===== config.mk =====
export PLATFORM = sky130hd
export DESIGN_NAME = gelato_l2_responder
export DESIGN_NICKNAME = d
export VERILOG_FILES = /design/src/rtl/gelato_l2_pkg.sv /design/src/rtl/gelato_rr_arbiter.sv /design/src/rtl/gelato_l2_responder.sv
export SDC_FILE = /design/constraint.sdc
export NUM_CORES = 1
export LEC_CHECK = 0
export ABC_AREA = 1
export CELL_PAD_IN_SITES_DETAIL_PLACEMENT = 0
export CELL_PAD_IN_SITES_GLOBAL_PLACEMENT = 1
export CORE_AREA = 2 2 264 266
export CTS_BUF_LIST = sky130_fd_sc_hd__clkbuf_8
export CTS_CLUSTER_SIZE = 14
export DETAILED_ROUTE_END_ITERATION = 7
export DIE_AREA = 0 0 266 268
export GPL_TIMING_DRIVEN = 0
export MAX_ROUTING_LAYER = met4
export PLACE_DENSITY_LB_ADDON = 0.08
export SYNTH_ARGS = -nofsm -noshare
export SYNTH_HDL_FRONTEND = slang
export SYNTH_SLANG_ARGS = --single-unit

===== constraint.sdc =====
create_clock -name clk -period 2.9 [get_ports clk]
set_input_delay 0.435 -clock clk [delete_from_list [all_inputs] [get_ports clk]]
set_output_delay 0.435 -clock clk [all_outputs]
set_load 0.1 [all_outputs]

===== src/rtl/gelato_l2_pkg.sv =====
// Shared types and default widths for the SM-to-L2 request responder.
package gelato_l2_pkg;

  localparam int L2_NUM_REQ = 8;
  localparam int L2_ADDR_W  = 32;
  localparam int L2_DATA_W  = 32;

  typedef enum logic [1:0] {
    IDLE,
    ISSUE,
    WAIT,
    RESP
  } l2_state_e;

  typedef struct packed {
    logic [L2_ADDR_W-1:0] addr;
    logic                 wen;
    logic [L2_DATA_W-1:0] wdata;
  } l2_req_t;

  // Callers keep idx below 2*n, so one conditional subtract is a full modulo.
  function automatic int rr_wrap(input int idx, input int n);
    return (idx >= n) ? idx - n : idx;
  endfunction

endpackage


===== src/rtl/gelato_rr_arbiter.sv =====
// Combinational round-robin picker: first set request at or after ptr, with wrap.
module gelato_rr_arbiter
  import gelato_l2_pkg::*;
#(
  parameter int NUM_REQ = 8,
  localparam int IDX_W  = $clog2(NUM_REQ)
) (
  input  logic [NUM_REQ-1:0] req,
  input  logic [IDX_W-1:0]   ptr,
  output logic [NUM_REQ-1:0] gnt,
  output logic [IDX_W-1:0]   gnt_idx,
  output logic               any_valid
);

  logic [IDX_W-1:0] idx;

  // Walk offsets from farthest to nearest so the nearest hit is the one kept.
  always_comb begin
    gnt       = '0;
    gnt_idx   = '0;
    idx       = '0;
    any_valid = |req;
    for (int i = NUM_REQ - 1; i >= 0; i--) begin
      idx = IDX_W'(rr_wrap(int'(ptr) + i, NUM_REQ));
      if (req[idx]) begin
        gnt      = '0;
        gnt[idx] = 1'b1;
        gnt_idx  = idx;
      end
    end
  end

endmodule


===== src/rtl/gelato_l2_responder.sv =====
// Arbitrates SM inst/data requests onto one memory port, one transaction in flight,
// and routes each response back to the requester that issued it.
module gelato_l2_responder
  import gelato_l2_pkg::*;
#(
  parameter int NUM_REQ    = L2_NUM_REQ,
  parameter int ADDR_WIDTH = L2_ADDR_W,
  parameter int DATA_WIDTH = L2_DATA_W
) (
  input  logic                            clk,
  input  logic                            rst,
  input  logic                            rdy,
  input  logic [NUM_REQ-1:0]              req_valid,
  output logic [NUM_REQ-1:0]              req_ready,
  input  logic [NUM_REQ*ADDR_WIDTH-1:0]   req_addr,
  input  logic [NUM_REQ-1:0]              req_wen,
  input  logic [NUM_REQ*DATA_WIDTH-1:0]   req_wdata,
  output logic [NUM_REQ-1:0]              rsp_valid,
  output logic [DATA_WIDTH-1:0]           rsp_data,
  output logic                            mem_req_valid,
  input  logic                            mem_req_ready,
  output logic [ADDR_WIDTH-1:0]           mem_addr,
  output logic                            mem_wen,
  output logic [DATA_WIDTH-1:0]           mem_wdata,
  input  logic                            mem_rsp_valid,
  input  logic [DATA_WIDTH-1:0]           mem_rsp_data
);

  localparam int IDX_W = $clog2(NUM_REQ);

  l2_state_e             state_q, state_d;
  logic [IDX_W-1:0]      rr_ptr_q, rr_ptr_d;
  logic [IDX_W-1:0]      grant_q, grant_d;
  l2_req_t               req_q, req_d;
  logic [DATA_WIDTH-1:0] rsp_data_q, rsp_data_d;

  logic [NUM_REQ-1:0]    arb_gnt;
  logic [IDX_W-1:0]      arb_idx;
  logic                  arb_any;
  l2_req_t               sel_req;

  gelato_rr_arbiter #(.NUM_REQ(NUM_REQ)) u_arb (
    .req       (req_valid),
    .ptr       (rr_ptr_q),
    .gnt       (arb_gnt),
    .gnt_idx   (arb_idx),
    .any_valid (arb_any)
  );

  always_comb begin
    sel_req.addr  = req_addr[int'(arb_idx)*ADDR_WIDTH +: ADDR_WIDTH];
    sel_req.wen   = req_wen[arb_idx];
    sel_req.wdata = req_wdata[int'(arb_idx)*DATA_WIDTH +: DATA_WIDTH];
  end

  // With rdy low every *_d equals its *_q, which freezes the whole block.
  always_comb begin
    state_d    = state_q;
    rr_ptr_d   = rr_ptr_q;
    grant_d    = grant_q;
    req_d      = req_q;
    rsp_data_d = rsp_data_q;
    req_ready  = '0;
    if (rdy) begin
      case (state_q)
        IDLE: begin
          req_ready = rst ? '0 : arb_gnt;
          if (arb_any) begin
            req_d    = sel_req;
            grant_d  = arb_idx;
            rr_ptr_d = (arb_idx == IDX_W'(NUM_REQ - 1)) ? '0 : arb_idx + IDX_W'(1);
            state_d  = ISSUE;
          end
        end
        ISSUE: if (mem_req_ready) state_d = WAIT;
        WAIT: begin
          if (mem_rsp_valid) begin
            rsp_data_d = mem_rsp_data;
            state_d    = RESP;
          end
        end
        RESP:    state_d = IDLE;
        default: state_d = IDLE;
      endcase
    end
  end

  always_ff @(posedge clk or posedge rst) begin
    if (rst) begin
      state_q    <= IDLE;
      rr_ptr_q   <= '0;
      grant_q    <= '0;
      req_q      <= '0;
      rsp_data_q <= '0;
    end else begin
      state_q    <= state_d;
      rr_ptr_q   <= rr_ptr_d;
      grant_q    <= grant_d;
      req_q      <= req_d;
      rsp_data_q <= rsp_data_d;
    end
  end

  for (genvar gi = 0; gi < NUM_REQ; gi++) begin : g_rsp
    assign rsp_valid[gi] = (state_q == RESP) && (grant_q == IDX_W'(gi));
  end

  assign rsp_data      = rsp_data_q;
  assign mem_req_valid = (state_q == ISSUE);
  assign mem_addr      = req_q.addr;
  assign mem_wen       = req_q.wen;
  assign mem_wdata     = req_q.wdata;

endmodule


==> flow_metrics.tcl <==
set metrics [dict create \
    status "finished, violations left" \
    failed_checks "setup timing" \
    antenna_found_initial 22 \
    dr.max_layer_used "met4" \
    track_usage 0.240 \
    fp-row-count 96 \
    fp.dieH_um 268 \
    ctsHoldBuffers 0 \
    synth_nets 2542 \
    synth_compound_area_frac 0.0452 \
    cp_max_fo 7 \
    nNetsFinal 3313 \
    register_area_um2 2630 \
    slew_viol_final 0 \
    place_congestion 0.890 \
    drv_cap 0 \
    clockBufferDepth 2 \
    critPathArrivalTime_ns 2.93 \
    synth_xor_area_frac 0.00496 \
    vias 16500 \
    synth.avg_cell_area_um2 5.65 \
    root_buffer "clkbuf_8" \
    wl_per_cell_um 24.5 \
    multi_input_area_um2 9120 \
    ys_ff_latch 105 \
    die_x_um 266 \
    cts_tree "yes" \
    ys_seq_area_frac 0.237 \
    drive_gt1_frac 0.227 \
    cts_sinks 105 \
    hold_violations 0 \
    dr_wl_met2_um 47200 \
    endpoint_kind "primary output" \
    synth_edf_count 0 \
    syn-instance-count 1966 \
    drt-met1-wl_um 35900 \
    place_hpwl_um 70700 \
    final.min_clock_period_ns 3.37 \
    grt_max_degree 31 \
    synth_fa_ha_area_frac 0.0124 \
    start_util 0.163 \
    ys.flop_type "dfrtp_1" \
    core_um2 68200 \
    met3WireLength_um 5310 \
    drtPass1Iterations 5 \
    synth_top_family_by_area "simple AND/OR/NAND/NOR gates" \
    ios 679 \
    async_reset_ff_frac 1.00 \
    setup_viol 78 \
    skew_ns 0.0145 \
    wirelength_um 89400 \
    period_share 1.16 \
    grt_pass1_wl_um 119000 \
    hp-class "input port to async pin" \
    numPortBuffers 678 \
    synthMuxAreaShare 0.0325 \
    htreeDepth 3 \
    viasPerCell 4.53 \
    synth-simple-area-share 0.583 \
    synth_warnings 0 \
    worst_slack_ns -0.467 \
    worstMarginPinSlew_ns 1.21 \
    dieArea_um2 71300 \
    instances_no_fill 3646 \
    rsz0062_at_grt "true" \
    drc 0 \
    dr.first_iter.drc_count 933 \
    synth.cell_area_um2 11100 \
    required_ns 2.47 \
    area_growth_pct 108 \
    grt.overflow.total 0 \
    path_class "flop to primary output" \
    start_kind "flop" \
    worst_skew_pair.late_latency_ns 0.47 \
    postRouteAntennaNets 0 \
    yosysUniqueCellTypes 34 \
    slew_headroom 0.191 \
    fmax_ghz 0.297 \
    fill_cells 7426 \
    numCtsBuffers 9 \
    clk_pin_slew_worst_paths_ns 0.14 \
    grt_pass1_vias 16700 \
    placed_cells 3530 \
]
==> critical path, stage by stage, from the launching register on <==
cell	delay, ns
dfrtp_2	0.42
inv_4	0.05
buf_8	0.11
clkbuf_16	0.14
ha_4	0.36
nand3_4	0.11
nand2_4	0.09
nand2_4	0.06
nand2_8	0.10
inv_2	0.11
a21oi_1	0.14
nand2_1	0.07
o21ai_1	0.08
o21ai_1	0.10
nand2_1	0.08
nand2_2	0.06
a21oi_4	0.18
buf_12	0.19
==> cell usage in the layout, fill, tap and decap left out, types with 8 or more instances in the layout <==
cell type and instances:
dfrtp_1 103, inv_1 17, buf_4 65, nand2_4 29
dlygate4sd2_1 8, nand3_1 364, buf_8 18, clkbuf_16 25
diode_2 22, buf_12 40, a21oi_2 10, buf_2 10
clkbuf_4 12, clkbuf_2 10, clkdlybuf4s50_1 662, nand3_2 128
o21ai_0 18, mux2_2 32, nand2_2 111, buf_6 39
nand2_1 863, clkbuf_8 11, ha_1 9, nand3_4 10
clkbuf_1 17, nor2_1 15, a21oi_1 25
==> path summary, 6_finish.rpt <==
| path | start | endpoint | slack [ns] | depth (start not counted) |
|---|---|---|---|---|
| max | rr_ptr_q[0] | req_ready[7] | -0.47 | 17 |
| min | rst | mem_addr[30] | 0.46 | 2 |
| max reg2reg | rr_ptr_q[0] | mem_wdata[3] | -0.31 | 24 |
| min reg2reg | mem_wdata[2] | mem_wdata[2] | 0.48 | 2 |
| max in group asynchronous | rst | mem_addr[0] | 1.61 | 4 |
| min in group clk | mem_wdata[2] | mem_wdata[2] | 0.48 | 2 |
==> flip-flops by register name, indices dropped and copies added, names as in the netlist <==
register and flops:
grant_q 3, mem_addr 32, mem_wdata 32, mem_wen 1, rr_ptr_q 3, rsp_data 32, state_q 2
==> cell families after synthesis <==
group,count (synthesis)
buf+inv,188
fa+ha+maj,11
flops,105
compound gates,86
simple gates,1542
mux,32
xor+xnor,2
==> synthesized netlist by cell type, types with 2 or more instances <==
master / count / area (um2)
nand2_1: 1002 / 3760
nand3_1: 502 / 2510
dfrtp_1: 105 / 2630
buf_2: 92 / 460
clkbuf_1: 38 / 143
a21oi_1: 37 / 185
mux2_2: 32 / 360
o21ai_0: 28 / 140
inv_1: 21 / 78.8
nor2_1: 21 / 78.8
buf_6: 14 / 158
ha_1: 11 / 138
inv_2: 9 / 33.8
buf_1: 7 / 26.3
buf_4: 6 / 45.0
nor3_1: 6 / 30.0
o221ai_1: 6 / 52.6
nand2_4: 4 / 45.0
a21oi_2: 3 / 26.3
nand2_2: 3 / 18.8
nor4_1: 2 / 12.5
o211ai_1: 2 / 15.0
o21bai_1: 2 / 15.0
o22ai_1: 2 / 12.5
xor2_4: 2 / 55.1
==> per-layer routing <==
layer / vias up / global-route usage
met5: - / -
met4: 0 / 0.0415
met3: 36 / 0.0535
met1: 7945 / 0.270
met2: 538 / 0.438
li1: 8015 / -
==> stage by stage <==
| step | area, um2 | setup WS (ns) | util | TNS, ns | hold slack (ns) |
|---|---|---|---|---|---|
| 2_1_floorplan | 11300 | -0.104 | - | -0.256 | 0.496 |
| 3_3_place_gp | 19200 | -2.35 | 0.281 | -187.79 | 0.464 |
| 3_5_place_dp | 19200 | -1.52 | 0.282 | -93.42 | 0.464 |
| 4_1_cts | 20600 | -0.529 | 0.302 | -22.73 | 0.443 |
| 5_1_grt | 23000 | -0.615 | 0.338 | -32.77 | 0.482 |
| 6_report | 23000 | -0.467 | 0.338 | -19.32 | 0.457 |
==> cell type report <==
| type | instances | share of cell area |
|---|---|---|
| clock inverters | 7 | 0.00347 |
| inverters | 31 | 0.00689 |
| plain buffers | 157 | 0.0736 |
| multi-input cells | 1674 | 0.396 |
| clock buffers | 9 | 0.00537 |
| well taps | 882 | 0.0479 |
| diodes | 22 | 0.00239 |
| flip-flops and latches | 105 | 0.114 |
| repair buffers | 759 | 0.350 |
==> what timing repair did <==
action | in CTS | in global routing
cloned | 5 | 23
endpoints found under the setup margin | 87 | 79
buffers inserted | 33 | 17
gates resized for setup | 292 | 443
pin swaps | 31 | 149
Power is left out: the tool's default activity adds up to more than one toggle a clock period on the data nets, which glitch-free logic cannot reach.
